$ cat config.mk
export PLATFORM = sky130hd
export DESIGN_NAME = rcon_sched
export DESIGN_NICKNAME = d
export VERILOG_FILES = /design/src/rtl/rcon_sched.sv
export SDC_FILE = /design/constraint.sdc
export NUM_CORES = 1
export LEC_CHECK = 0
export ABC_CLOCK_PERIOD_IN_PS = 3500
export CORE_ASPECT_RATIO = 1.4
export CORE_MARGIN = 2
export CORE_UTILIZATION = 49
export DETAILED_ROUTE_END_ITERATION = 12
export PLACE_DENSITY = 0.75
export REMOVE_ABC_BUFFERS = 1
export SYNTH_ARGS = -nofsm -noshare
export SYNTH_HDL_FRONTEND = slang
export SYNTH_SLANG_ARGS = --single-unit
export TNS_END_PERCENT = 10
$ cat constraint.sdc
create_clock -name ClkxCI -period 3.5 [get_ports ClkxCI]
set_input_delay 0.7 -clock ClkxCI [delete_from_list [all_inputs] [get_ports ClkxCI]]
set_output_delay 0.7 -clock ClkxCI [all_outputs]
set_load 0.05 [all_outputs]
$ cat src/rtl/rcon_sched.sv
// AES round-constant scheduler for AES-128/192/256 key expansion, forward and inverse.
// Tracks the round index and the RCON of the next consuming round for the key datapath.
module rcon_sched #(
  parameter logic [7:0]  POLY  = 8'h1B,
  parameter int unsigned CNT_W = 4
) (
  input  logic             ClkxCI,
  input  logic             RstxBI,
  input  logic             StartxSI,
  input  logic [1:0]       KeySizexSI,
  input  logic             DecxSI,
  input  logic             NextxSI,
  input  logic             ActivexSI,
  output logic [7:0]       RCONxDO,
  output logic             RconValidxSO,
  output logic [CNT_W-1:0] RoundxDO,
  output logic             BusyxSO,
  output logic             LastRoundxSO,
  output logic             PenultRoundxSO,
  output logic             FinishedxSO
);

  typedef enum logic [1:0] {
    Idle = 2'b00,
    Run  = 2'b01,
    Done = 2'b10
  } state_t;

  localparam logic [1:0] KS_128 = 2'b00;
  localparam logic [1:0] KS_192 = 2'b01;
  localparam logic [1:0] KS_256 = 2'b10;

  // Number of rounds Nr for a (normalised) key size.
  function automatic logic [CNT_W-1:0] numRounds(input logic [1:0] ks);
    logic [CNT_W-1:0] nr;
    case (ks)
      KS_192:  nr = CNT_W'(12);
      KS_256:  nr = CNT_W'(14);
      default: nr = CNT_W'(10);
    endcase
    return nr;
  endfunction

  // RCON of the highest consuming round, the starting point of an inverse walk.
  function automatic logic [7:0] lastRcon(input logic [1:0] ks);
    logic [7:0] rc;
    case (ks)
      KS_192:  rc = 8'h80;
      KS_256:  rc = 8'h40;
      default: rc = 8'h36;
    endcase
    return rc;
  endfunction

  // Does round r draw an RCON for this key size.
  function automatic logic isUsed(input logic [1:0] ks, input logic [CNT_W-1:0] r);
    logic used;
    if (r == '0) begin
      used = 1'b0;
    end else begin
      case (ks)
        KS_192:  used = ((r % CNT_W'(3)) != CNT_W'(2));
        KS_256:  used = ~r[0];
        default: used = 1'b1;
      endcase
    end
    return used;
  endfunction

  function automatic logic [7:0] xtime(input logic [7:0] rc);
    return {rc[6:0], 1'b0} ^ (rc[7] ? POLY : 8'h00);
  endfunction

  // Multiply by x^-1: undo the reduction when the low bit shows it happened.
  function automatic logic [7:0] xtimeInv(input logic [7:0] rc);
    return rc[0] ? (((rc ^ POLY) >> 1) | 8'h80) : (rc >> 1);
  endfunction

  state_t           StatexDP, StatexDN;
  logic [1:0]       KeySizexDP, KeySizexDN;
  logic             DecxSP, DecxSN;
  logic [CNT_W-1:0] RoundxDP, RoundxDN;
  logic [7:0]       RcxDP, RcxDN;

  logic             usedCur;
  logic [CNT_W-1:0] nrCur;
  logic [CNT_W-1:0] termRound;
  logic             atTerm;
  logic [1:0]       ksLoad;

  assign usedCur   = isUsed(KeySizexDP, RoundxDP);
  assign nrCur     = numRounds(KeySizexDP);
  assign termRound = DecxSP ? '0 : nrCur;
  assign atTerm    = (RoundxDP == termRound);
  assign ksLoad    = (KeySizexSI == 2'b11) ? KS_128 : KeySizexSI;

  // State and schedule registers.
  always_ff @(posedge ClkxCI or negedge RstxBI) begin
    if (!RstxBI) begin
      StatexDP   <= Idle;
      KeySizexDP <= KS_128;
      DecxSP     <= 1'b0;
      RoundxDP   <= '0;
      RcxDP      <= 8'h01;
    end else begin
      StatexDP   <= StatexDN;
      KeySizexDP <= KeySizexDN;
      DecxSP     <= DecxSN;
      RoundxDP   <= RoundxDN;
      RcxDP      <= RcxDN;
    end
  end

  // Next-state logic; Start takes priority over Next in every state.
  always_comb begin
    StatexDN   = StatexDP;
    KeySizexDN = KeySizexDP;
    DecxSN     = DecxSP;
    RoundxDN   = RoundxDP;
    RcxDN      = RcxDP;

    if (StartxSI) begin
      StatexDN   = Run;
      KeySizexDN = ksLoad;
      DecxSN     = DecxSI;
      if (DecxSI) begin
        RoundxDN = numRounds(ksLoad);
        RcxDN    = lastRcon(ksLoad);
      end else begin
        RoundxDN = '0;
        RcxDN    = 8'h01;
      end
    end else begin
      case (StatexDP)
        Run: begin
          if (NextxSI) begin
            if (atTerm) begin
              StatexDN = Done;
            end else if (DecxSP) begin
              RoundxDN = RoundxDP - CNT_W'(1);
              if (usedCur) RcxDN = xtimeInv(RcxDP);
            end else begin
              RoundxDN = RoundxDP + CNT_W'(1);
              if (usedCur) RcxDN = xtime(RcxDP);
            end
          end
        end
        default: ;
      endcase
    end
  end

  // Moore decode of the registers; ActivexSI only gates the RCON pair.
  assign BusyxSO        = (StatexDP == Run);
  assign FinishedxSO    = (StatexDP == Done);
  assign RoundxDO       = RoundxDP;
  assign LastRoundxSO   = BusyxSO & atTerm;
  assign PenultRoundxSO = BusyxSO & (DecxSP ? (RoundxDP == CNT_W'(1))
                                            : (RoundxDP == nrCur - CNT_W'(1)));
  assign RconValidxSO   = ActivexSI & BusyxSO & usedCur;
  assign RCONxDO        = RconValidxSO ? RcxDP : 8'h00;

endmodule
==> results of run 1 <==
-- per-layer routing --
metal	share of wire	GRT usage	up-vias
li1	-	-	761
met1	0.37	0.3213	746
met2	0.56	0.4938	63
met3	0.039	0.02664	18
met4	0.035	0.1197	0
met5	0	0	-
-- through the flow --
| step | util | setup TNS, ps |
|---|---|---|
| 2_1_floorplan | - | -6249 |
| 3_3_place_gp | 0.6294 | 0 |
| 3_5_place_dp | 0.6294 | -1151 |
| 4_1_cts | 0.6845 | -23.41 |
| 5_1_grt | 0.7019 | -2007 |
| 6_report | 0.7019 | -1078 |
-- registers in the layout, indices dropped and copies added, names as in the netlist --
register    flops
RcxDP           8
RoundxDO        4
KeySizexDP      2
StatexDP        2
DecxSP          1
-- report_power, final --
group	internal, mW	total (mW)	switching [mW]
sequential	0.237	0.287	0.0508
clock	0.0791	0.150	0.0710
combinational	0.417	0.932	0.515
total	0.733	1.37	0.637
-- synthesized netlist by cell type (2+ instances only) --
library cell  instances
a2111oi_0             3
and4_1                8
xnor2_1               5
mux2i_1               2
and3_1                3
a31oi_1               2
buf_4                 2
o211a_1               3
ha_1                 13
o31ai_2               2
dfrtp_1              16
nand2_1              13
clkbuf_1              7
and2_1                2
a211o_1               3
xor2_1                7
nand3_1               5
nor2b_1               6
a21oi_1              11
nor2_1               16
o21ai_0               8
nor3b_1               2
o22ai_1               2
buf_6                 2
inv_1                13
nor4b_2               2
-- critical path, delay by kind of cell, from the launching register on --
kind                     cells  cell delay (ps)
AO/OA/AOI/OAI                3              470
adder cells (fa/ha/maj)      3              580
buffers and inverters        3              250
flip-flops                   1              400
AND/OR/NAND/NOR              6              990
-- layout make-up --
| class | count | share of cell area |
|---|---|---|
| tap | 40 | 0.02151 |
| sequential | 17 | 0.1844 |
| timing repair buffer | 44 | 0.2070 |
| clock buffer | 3 | 0.01774 |
| clock inverter | 1 | 0.002151 |
| inverter | 14 | 0.02366 |
| multi-input combinational | 147 | 0.5435 |
-- path summary, 6_finish.rpt --
check	startpoint	to	slack, ps
setup / recovery	RoundxDO[2]	RCONxDO[4]	-140
hold / removal	StatexDP[0]	StatexDP[0]	510
setup reg to reg	RoundxDO[2]	RcxDP[2]	490
hold reg to reg	StatexDP[0]	StatexDP[0]	510
max in group asynchronous	RstxBI	RoundxDO[1]	2030
min in group asynchronous	RstxBI	RcxDP[6]	910
-- cells by family after synthesis --
group / after synthesis
AO/OA/AOI/OAI: 53
adder cells (fa/ha/maj): 13
multiplexers: 3
flip-flops: 17
AND/OR/NAND/NOR: 65
XOR/XNOR: 12
buffers and inverters: 26
-- timing repair --
action / 4_1_cts / 5_1_grt
pin swaps: 10 / 10
setup buffers: 5 / 1
endpoints found under the hold margin: 0 / 0
endpoints found under the setup margin: 9 / 9
resized for setup: 26 / 8
cloned: 1 / 0
==> summary.md, run 1 <==
| Metric | Value |
|---|---|
| Status | `complete, but fails checks` |
| Failing checks | `negative setup slack` |
| DP Cell Count | `255` |
| Post-Synth Adder-Cell Area | `0.09723` |
| Post-Route WL | `4820 microns` |
| Synth top area cells | `dfrtp_1, ha_1, and4_1, xor2_1, nor2_1` |
| # port buffers | `24` |
| Hold slack | `513.9 ps` |
| Most frequent CP cell | `ha_4` |
| Power Density | `588.4 nW/um^2` |
| Post-Syn Area | `1673 sq um` |
| EDFF count, synth | `0` |
| Kind of critical path | `reg -> out` |
| Reg area | `429.2 sq um` |
| Main combinational cell family by area after synthesis | `compound AO/OA/AOI/OAI gates` |
| Core outline area | `3316 sq um` |
| Clock Pin Slew Worst Setup and Hold Paths | `70 ps` |
| Worst Hold Depth | `1` |
| Post-synthesis mux area share | `0.01870` |
| Slew Limit Fails | `0` |
| Final Hold Vio Count | `0` |
| Peak Freq | `274.6 MHz` |
| DP HPWL | `3202 microns` |
| CP Capture Type | `output port` |
| Cell Chain, Critical Path | `nor2b_4 -> ha_4 -> inv_2 -> ha_4 -> inv_4 -> nor3_4 -> nor2_2 -> ha_1 -> and2_4 -> o221ai_4 -> o41ai_4 -> a22o_4 -> nor2_4 -> and4_4 -> buf_12` |
| Tcrit/Tclk final | `1.040` |
| Commonest non-fill, non-tap cell in the layout | `buf_4` |
| Static Leak | `1.020 nW` |
| CTS tree | `done` |
| Top cell type by total area after synthesis | `dfrtp_1` |
| Multi-input gate area in the final layout | `1265 sq um` |
| Cell Rows | `25` |
| Max_slew headroom | `0.4537` |
| GPL Wtd Cong | `0.8696` |
| ANT nets after route | `0` |
| Initial antenna violation count | `0` |
| Via count | `1588` |
| Clk Latency, worst-skew pair | `250 ps` |
| Largest net degree at the start of global routing | `25` |
| Critical Path Source Type | `flop` |
| Antenna cells | `0` |
| CTS Buffer Depth | `2` |
| First-pass GRT wire length | `7990 microns` |
| Fill count | `248` |
| CTS Hold Bufs | `0` |
| Top_reg_cell synth | `dfrtp_1` |
| Crit Path Max Fanout | `5` |
| DP Area | `2087 sq um` |
| Layout cells sized above 1 | `0.3363` |
| Most frequent cells in the layout | `buf_4, dfrtp_1, nor2_1, clkdlybuf4s50_1, nand2_1` |
| Max-Cap Viols | `0` |
| Final nets | `248` |
| Initial Util | `0.5045` |
| Syn Inst Count | `189` |
| Number of vias per cell | `5.970` |
| Worst hold path class | `reg -> reg` |
| Netlist cell types | `57` |
| GR Overflow Total | `0` |
| Async SR Flop Fraction | `1.000` |
| Slowest Stage Delay on Critical Path | `400 ps` |
| All-Layer GR Usage | `0.2756` |
| Clock buffers created by TritonCTS | `3` |
| Clock skew | `1.119 ps` |
| Worst-Margin Slew | `816.9 ps` |
| Complex-gate fraction of the synthesized area | `0.2678` |
| Seq cells post-synth | `17` |
| Die Ht | `73.14 microns` |
| I/O pins | `25` |
| VDD IR max | `441.7 uV` |
| H-tree levels | `1` |
| Design area | `2327 sq um` |
| CP required | `2800 ps` |
| CTS Sinks | `17` |
| TritonRoute pass-1 iters | `4` |
| RSZ-0062 raised after global routing | `yes` |
| Area grow syn2layout | `39.12%` |
| Initial DRC count | `74` |
| DR WL/cell | `18.12 microns` |
| Post-route insts no fill | `266` |
| Dpl ws | `-148.4 ps` |
| Die Wd | `53.38 microns` |
| Final Worst Setup Slack | `-141.7 ps` |
| Final-report setup violation count | `9` |
| Tot Pwr | `1.369 mW` |
| Die area | `3904 sq um` |
| Yosys top cell area share | `0.2393` |
| # DRC | `0` |
| Mean Syn Cell Area | `8.851 sq um` |
| Xor/xnor share of the synthesized area | `0.06283` |
| Slowest cell on crit path | `dfrtp_1` |
| Worst R2R Path Depth | `16` |
| Min Tclk post-route | `3642 ps` |
| Synth warn | `0` |
| Simple-Gate Fraction of Synth Area | `0.2259` |
| Register area share after synthesis | `0.2550` |
| Worst Path Arrival | `2940 ps` |
| CTS Root Cell | `clkbuf_8` |
| Vias in the first global route | `1677` |
Power figures use the tool's default switching activity.
==> inputs of run 2 (changes only) <==
--- a/config.mk
+++ b/config.mk
@@ -7,11 +7,12 @@
 export LEC_CHECK = 0
 export ABC_CLOCK_PERIOD_IN_PS = 3500
 export CORE_ASPECT_RATIO = 1.4
-export CORE_MARGIN = 2
 export CORE_UTILIZATION = 49
 export DETAILED_ROUTE_END_ITERATION = 12
+export MAX_ROUTING_LAYER = met4
 export PLACE_DENSITY = 0.75
 export REMOVE_ABC_BUFFERS = 1
+export SKIP_CTS_REPAIR_TIMING = 1
 export SYNTH_ARGS = -nofsm -noshare
 export SYNTH_HDL_FRONTEND = slang
 export SYNTH_SLANG_ARGS = --single-unit
==> summary.md, run 2 (synthesized netlist as in run 1, its figures left out) <==
| Metric | Value |
|---|---|
| Internal power | `0.7176 mW (was 0.7328 mW)` |
| Flop-to-flop setup slack | `560 ps (was 490 ps)` |
| R2r endpoint | `RcxDP[2] (unchanged)` |
| Tcrit/Tclk final | `1.025 (was 1.040)` |
| Clock Pin Slew Worst Setup and Hold Paths | `70 ps (about the same)` |
| Clk Latency, worst-skew pair | `260 ps (was 250 ps)` |
| Clock skew | `3.133 ps (was 1.119 ps)` |
| Min Tclk post-route | `3587 ps (was 3642 ps)` |
| DP Cell Count | `258 (was 255)` |
| Initial DRC count | `54 (was 74)` |
| Die Wd | `51.38 microns (was 53.38 microns)` |
| First-pass GRT wire length | `6948 microns (was 7990 microns)` |
| Max-Cap Viols | `0 (unchanged)` |
| Final Hold Vio Count | `0 (unchanged)` |
| CP Capture Type | `output port (unchanged)` |
| R2R Path Start | `RoundxDO[3] (was RoundxDO[2])` |
| Die area | `3655 sq um (was 3904 sq um)` |
| Initial antenna violation count | `0 (unchanged)` |
| Max_slew headroom | `0.4746 (was 0.4537)` |
| Switching share of power | `0.4588 (was 0.4649)` |
| I/O pins | `25 (unchanged)` |
| Status | `complete, but fails checks (unchanged)` |
| Clock buffers created by TritonCTS | `3 (unchanged)` |
| Final-report setup violation count | `9 (unchanged)` |
| VDD IR max | `374.8 uV (was 441.7 uV)` |
| Static Leak | `1.019 nW (was 1.020 nW)` |
| Commonest non-fill, non-tap cell in the layout | `buf_4 (unchanged)` |
| Largest net degree at the start of global routing | `18 (was 25)` |
| GR Overflow Total | `0 (unchanged)` |
| Initial Util | `0.5256 (was 0.5045)` |
| TritonRoute pass-1 iters | `4 (unchanged)` |
| Worst Hold Depth | `1 (unchanged)` |
| Clock share of power | `0.114 (was 0.110)` |
| Via count | `1604 (was 1588)` |
| All-Layer GR Usage | `0.2526 (was 0.2756)` |
| Failing checks | `negative setup slack (unchanged)` |
| Hold Path Sink | `StatexDP[0] (unchanged)` |
| Layout cells sized above 1 | `0.3304 (was 0.3363)` |
| Slowest cell on crit path | `dfrtp_2 (was dfrtp_1)` |
| CTS tree | `done (unchanged)` |
| Peak Freq | `278.8 MHz (was 274.6 MHz)` |
| ANT nets after route | `0 (unchanged)` |
| # DRC | `0 (unchanged)` |
| CTS Root Cell | `clkbuf_8 (unchanged)` |
| Cell Rows | `24 (was 25)` |
| Fill count | `245 (was 248)` |
| Worst-Margin Slew | `785.6 ps (was 816.9 ps)` |
| GPL Wtd Cong | `0.8437 (was 0.8696)` |
| Slowest Stage Delay on Critical Path | `450 ps (was 400 ps)` |
| Die Ht | `71.14 microns (was 73.14 microns)` |
| Hold_sp | `StatexDP[0] (unchanged)` |
| Worst R2R Path Depth | `16 (unchanged)` |
| Post-route insts no fill | `266 (unchanged)` |
| # port buffers | `24 (unchanged)` |
| Max reg flops | `8 (unchanged)` |
| Cell Chain, Critical Path | `nor2b_4 -> ha_4 -> inv_4 -> ha_4 -> inv_4 -> nor3_4 -> nor2_1 -> ha_1 -> and2_4 -> o221ai_2 -> o41ai_2 -> a22o_4 -> nor2_4 -> and4_4 -> buf_12 (was nor2b_4 -> ha_4 -> inv_2 -> ha_4 -> inv_4 -> nor3_4 -> nor2_2 -> ha_1 -> and2_4 -> o221ai_4 -> o41ai_4 -> a22o_4 -> nor2_4 -> and4_4 -> buf_12)` |
| Core outline area | `3183 sq um (was 3316 sq um)` |
| Worst Path Arrival | `2890 ps (was 2940 ps)` |
| Flop pwr share | `0.220 (was 0.210)` |
| Area grow syn2layout | `37.55% (was 39.12%)` |
| P_sw | `0.6083 mW (was 0.6366 mW)` |
| CTS Buffer Depth | `2 (unchanged)` |
| CTS Sinks | `17 (unchanged)` |
| DR WL/cell | `17.22 microns (was 18.12 microns)` |
| Final Worst Setup Slack | `-86.52 ps (was -141.7 ps)` |
| Vias in the first global route | `1514 (was 1677)` |
| Number of vias per cell | `6.030 (was 5.970)` |
| Design area | `2301 sq um (was 2327 sq um)` |
| Worst hold path class | `reg -> reg (unchanged)` |
| Kind of critical path | `reg -> out (unchanged)` |
| Most frequent cells in the layout | `buf_4, dfrtp_1, nor2_1, clkdlybuf4s50_1, nand2_1 (unchanged)` |
| Combinational fraction of design power | `0.666 (was 0.681)` |
| Post-Route WL | `4580 microns (was 4820 microns)` |
| Antenna cells | `0 (unchanged)` |
| Tot Pwr | `1.326 mW (was 1.369 mW)` |
| Final nets | `249 (was 248)` |
| Hold slack | `502.6 ps (was 513.9 ps)` |
| CP required | `2800 ps (about the same)` |
| Slew Limit Fails | `0 (unchanged)` |
| Critical Path Source Type | `flop (unchanged)` |
| Crit Path Max Fanout | `5 (unchanged)` |
| Top reg by flops | `RcxDP (unchanged)` |
| RSZ-0062 raised after global routing | `yes (unchanged)` |
| DP Area | `2116 sq um (was 2087 sq um)` |
| Power Density | `576.2 nW/um^2 (was 588.4 nW/um^2)` |
| DP HPWL | `3272 microns (was 3202 microns)` |
| H-tree levels | `1 (unchanged)` |
==> run 2: per-stage QoR <==
step / setup slack [ps] / TNS [ps] / util
after global routing: -198.9 / -1658 / 0.7229
after floorplan: -697.9 / -6249 / -
after detailed placement: -129.1 / -997.6 / 0.6647
after global placement: -1.525 / -1.525 / 0.6647
final: -86.52 / -723.4 / 0.7229
after CTS: -411.7 / -3558 / 0.6792
==> run 2: worst max path at each step <==
stage / startpoint / cells past startpoint / endpoint
6_report: RoundxDO[3] / 15 / RCONxDO[1]
5_1_grt: RoundxDO[2] / 15 / RCONxDO[4]
4_1_cts: RoundxDO[2] / 15 / RCONxDO[1]
3_5_place_dp: RoundxDO[2] / 15 / RCONxDO[1]
3_3_place_gp: RoundxDO[2] / 15 / RCONxDO[0]
2_1_floorplan: RoundxDO[2] / 14 / RCONxDO[0]
==> run 2: worst max-delay path: cells and delay by family, from the launching register on <==
family | cells | cell delay, ps
compound gates | 3 | 440
buf+inv | 3 | 220
simple gates | 6 | 910
fa+ha+maj | 3 | 600
flops | 1 | 450
==> run 2: area by class of cell <==
| type | count | area (sq um) | area share |
|---|---|---|---|
| Sequential cell | 17 | 427.9 | 0.1860 |
| Multi-Input combinational cell | 147 | 1235 | 0.5367 |
| Inverter | 14 | 57.56 | 0.02501 |
| Clock inverter | 1 | 5.005 | 0.002175 |
| Timing Repair Buffer | 45 | 485.5 | 0.2110 |
| Clock buffer | 3 | 41.29 | 0.01794 |
| Tap cell | 39 | 48.80 | 0.02121 |
==> run 2: layer usage <==
metal	share of wire	track usage	wire length (microns)	vias up
met2	0.56	0.4618	2563	53
met3	0.031	0.01505	142	10
met5	0	-	0	-
met4	0.016	0.05706	73	0
met1	0.39	0.2938	1801	780
li1	-	-	-	761
==> run 2: power by group through the flow <==
| stage | Combinational, mW | Sequential [mW] | Clock (mW) |
|---|---|---|---|
| 2_1_floorplan | 0.435 | 0.333 | 0 |
| 4_1_cts | 0.780 | 0.285 | 0.151 |
| 3_5_place_dp | 0.777 | 0.289 | 0 |
| 3_3_place_gp | 0.760 | 0.288 | 0 |
| 5_1_grt | 0.945 | 0.295 | 0.157 |
| 6_report | 0.883 | 0.291 | 0.151 |
==> inputs of run 3 (changes only) <==
--- a/config.mk
+++ b/config.mk
@@ -6,12 +6,14 @@
 export NUM_CORES = 1
 export LEC_CHECK = 0
 export ABC_CLOCK_PERIOD_IN_PS = 3500
+export CAP_MARGIN = 20
 export CORE_ASPECT_RATIO = 1.4
 export CORE_UTILIZATION = 49
 export DETAILED_ROUTE_END_ITERATION = 12
 export MAX_ROUTING_LAYER = met4
 export PLACE_DENSITY = 0.75
 export REMOVE_ABC_BUFFERS = 1
+export SETUP_SLACK_MARGIN = 0.02
 export SKIP_CTS_REPAIR_TIMING = 1
 export SYNTH_ARGS = -nofsm -noshare
 export SYNTH_HDL_FRONTEND = slang
==> results of run 3 <==
The final DEF is identical to that of run 2; final timing and power are the same.
==> RTL change 1: new RTL, settings of run 3 <==
The 3 states of `state_t` get a one-hot encoding in 3 bits.
--- a/src/rtl/rcon_sched.sv
+++ b/src/rtl/rcon_sched.sv
@@ -21,8 +21,8 @@
 );
 
-  typedef enum logic [1:0] {
-    Idle = 2'b00,
-    Run  = 2'b01,
-    Done = 2'b10
+  typedef enum logic [2:0] {
+    Idle = 3'b001,
+    Run  = 3'b010,
+    Done = 3'b100
   } state_t;
 
Function: same outputs for any inputs over 10 cycles, from zero or initial values and one cycle with RstxBI low; not proved beyond that.
==> RTL change 1 against run 3 <==
  * The flow still finishes with violations (setup timing)
  * Cell area increased by 1.2%
  * Worst setup slack got worse by 0.069 ns
  * Global-route usage decreased by 0.14 points
  * Non-clock buffer count unchanged
  * Total power decreased by 4.1%
  * Routed wire length increased by 3.5%
  * Area after synthesis increased by 3.2%
  * Largest cell class unchanged
  * Sequential cell count increased by 1
==> RTL change 1: results (changes against run 3) <==
metric,value,unit,change
hold_start,StatexDP[0],,
dp_hpwl,3280,µm,+0.27%
reg2reg_slack,0.48,ns,-0.08 ns
dp_slack,-0.114,ns,+0.0154 ns
drtAntennaViolNets,0,,unchanged
grt_start_max_net_pins,23,,+5
r2r_cells,13,,-3
violations,setup timing,,
worst_ep_arrival_time,2.96,ns,+0.07 ns
grt_pass1_vias,1565,,+3.4%
synth_fa_ha_area_frac,0.0942,,-0.00303
timing.rr.start,RoundxDO[1],,
wl_per_cell,17.6,µm,+2.0%
worst_slew_pin_slew,0.842,ns,+0.0560 ns
tns,-1.23,ns,-0.504 ns
drtIter0Drc,65,,+20%
async_flop_share,1.00,,unchanged
synth_xor_area_frac,0.0652,,+0.00239
yosys-top-cells-count,"16 x dfrtp_1, 15 x nand2_1, 14 x inv_1",,
track_usage,0.251,,-0.00137
grt_first_pass_wirelength,6930,µm,-0.30%
ys_seq_area_frac,0.262,,+0.00727
clk_pin_slew,0.08,ns,
synth_compound_area_frac,0.253,,-0.0149
setup_viol,9,,unchanged
path_max_fanout,6,,+1
ir_worst_vdd,0.343,mV,-8.5%
status,"complete, but fails checks",,
fin_worst_skew,0.00627,ns,+0.00314 ns
synth_cell_type_count,59,,+3.5%
placed_area,2160,µm²,+2.3%
cpMaxStageDelayCell,dfrtp_1,,
worstReg2RegEnd,RcxDP[7],,
gp_congestion,0.908,,+7.7%
synthMuxAreaShare,0.00580,,-0.0129
viasPerCell,6.07,,+0.73%
slowest_delay,0.43,ns,-0.02 ns
fin_nets,252,,+1.2%
layout-drive-gt1-share,0.309,,-0.0217
synthTopCellsByArea,"dfrtp_1 23%, ha_1 9.4%, and4_1 4.1%",,
layout_setup_ws,-0.155,ns,-0.0687 ns
leakagePower,1.02,nW,+0.30%
cts_inserted_buffers,3,,unchanged
holdPathEnd,StatexDP[0],,
n_antenna_cell,0,,unchanged
[RTL change 1: area by class of cell]
cell class | count | area (µm²)
flip-flops and latches | 18 | 453
multi-input cells | 148 | 1230
well taps | 40 | 50.0
clock buffers | 4 | 55.1
repair buffers | 45 | 485
fillers | 265 | 1050
inverters | 15 | 58.8
[RTL change 1: cells by family after synthesis]
| family | count (synthesis) |
|---|---|
| AOI/OAI and AO/OA | 54 |
| DFF | 18 |
| xor gates and xnor gates | 12 |
| muxes | 1 |
| adders and majority gates | 13 |
| and+or+nand+nor | 67 |
| buffers and inverters | 29 |
[RTL change 1: metal layers]
metal,global-route usage,vias up,part of all wire
li1,-,769,-
met1,0.279,798,0.40
met2,0.459,57,0.55
met3,0.0210,16,0.029
met4,0.0848,0,0.021
met5,-,-,0
[RTL change 1: power breakdown]
part / leakage (nW) / internal [mW] / switching [mW]
sequential: 0.224 / 0.244 / 0.0444
clock: 0.0288 / 0.100 / 0.0774
combinational: 0.770 / 0.360 / 0.446
total: 1.02 / 0.704 / 0.568
[RTL change 1: worst max-delay path by stage]
stage | slack [ns] | from | cells past startpoint | to
2_1_floorplan | -0.72 | RoundxDO[3] | 14 | RCONxDO[0]
3_3_place_gp | -0.04 | RoundxDO[2] | 15 | RCONxDO[0]
3_5_place_dp | -0.11 | RoundxDO[2] | 15 | RCONxDO[7]
4_1_cts | -0.41 | RoundxDO[2] | 15 | RCONxDO[7]
5_1_grt | -0.23 | RoundxDO[2] | 15 | RCONxDO[7]
6_report | -0.16 | RoundxDO[1] | 13 | RCONxDO[7]
[RTL change 1: critical path, delay by kind of cell, from the launching register on]
family / cells / cell delay (ns)
simple gates: 6 / 1.04
fa+ha+maj: 2 / 0.49
flops: 1 / 0.43
compound gates: 3 / 0.43
buf+inv: 2 / 0.29
[RTL change 1: stage by stage]
stage,std cells,utilization
after floorplan,180,-
after global placement,264,0.641
after detailed placement,264,0.641
after CTS,268,0.657
after global routing,270,0.689
final,270,0.689
==> RTL change 2: new RTL, config.mk and constraints of run 3 <==
Without the edit above. `CNT_W`: 4 -> 3.
--- a/src/rtl/rcon_sched.sv
+++ b/src/rtl/rcon_sched.sv
@@ -3,5 +3,5 @@
 module rcon_sched #(
   parameter logic [7:0]  POLY  = 8'h1B,
-  parameter int unsigned CNT_W = 4
+  parameter int unsigned CNT_W = 3
 ) (
   input  logic             ClkxCI,
Ports: changed (resized RoundxDO); port bits go from 25 to 24. No check against the original RTL was run, so the function may have changed too.
==> RTL change 2 against run 3 <==
  * The flow still finishes with violations (setup timing)
  * Largest power group unchanged
  * Maximum frequency shrank 2.8%
  * Sequential cell count is 1 lower
  * Critical endpoint is now RCONxDO[3]
  * Cell area decreased by 25%
  * Cell count down 20%
  * Total power shrank 19%
  * Routed wire length fell by 27%
  * Worst setup slack worse by 0.10 ns
  * Area after synthesis is 17% lower
==> RTL change 2: results (changes against run 3) <==
metric,value,unit,change
status,"complete, but fails checks",,
violations,setup timing,,
comb_power,0.665,mW,-25%
whs,0.532,ns,+0.0293 ns
root_buffer,clkbuf_4,,
grt_util_met3,0.0390,,+0.0239
ir_worst_vdd,0.405,mV,+7.9%
nFillCells,221,,-9.8%
layout-drive-gt1-share,0.256,,-0.0747
synthTopCellsByArea,"dfrtp_1 27%, ha_1 12%, and2_4 5.1%",,
dp_slack,0.0880,ns,+0.217 ns
track_usage,0.245,,-0.00762
grt_first_pass_wirelength,5260,µm,-24%
dp_hpwl,2300,µm,-30%
wl_met3,137,µm,-3.5%
slowest_delay,0.50,ns,+0.05 ns
synth_cells,154,,-19%
pg_seq,0.276,mW,-5%
hold_path_depth,2,,+1
holdPathEnd,StatexDP[1],,
place_inst,205,,-21%
portBuffers,23,,-4.2%
setup_viol,9,,unchanged
worst_ep_arrival_time,2.99,ns,+0.10 ns
met2WireLength,1870,µm,-27%
num_vias,1249,,-22%
p_total,1.07,mW,-19%
layout_setup_ws,-0.191,ns,-0.104 ns
use_met1,0.264,,-0.0302
drtIter0Drc,61,,+13%
tns,-1.53,ns,-0.808 ns
drt_wl_total,3340,µm,-27%
clock_latency,0.30,ns,+0.04 ns
gp_congestion,0.903,,+7.0%
met2_usage,0.415,,-0.0468
wl_per_cell,15.8,µm,-8.4%
final_area,1720,µm²,-25%
relSlewSlack,0.449,,-0.0252
[RTL change 2: cell types whose count changed after synthesis, moves of 4 or more]
cell	run 3	this run
nand2_1	13	9
and4_1	8	0
and2_4	0	8
inv_1	13	8
nor2_1	16	5
nor2b_1	6	1
[RTL change 2: final cells by class]
class                   count  share of cell area
well taps                  36              0.0261
flip-flops and latches     16               0.233
inverters                   8              0.0174
multi-input cells         119               0.534
repair buffers             29               0.168
clock buffers               4              0.0211
[RTL change 2: cell families (layout without fill, tap and decap cells)]
logic type | Yosys count | after routing | synth area share
fa+ha+maj | 13 | 13 | 0.118
flops | 16 | 16 | 0.291
buf+inv | 20 | 41 | 0.0806
xor+xnor | 11 | 11 | 0.0697
compound gates | 42 | 42 | 0.197
mux | 2 | 2 | 0.0145
simple gates | 50 | 51 | 0.230
[RTL change 2: worst max-delay path: cells and delay by family (launching register included)]
kind | cells | cell delay, ns
fa+ha+maj | 3 | 0.57
buf+inv | 1 | 0.14
flops | 1 | 0.44
compound gates | 1 | 0.05
simple gates | 6 | 1.48
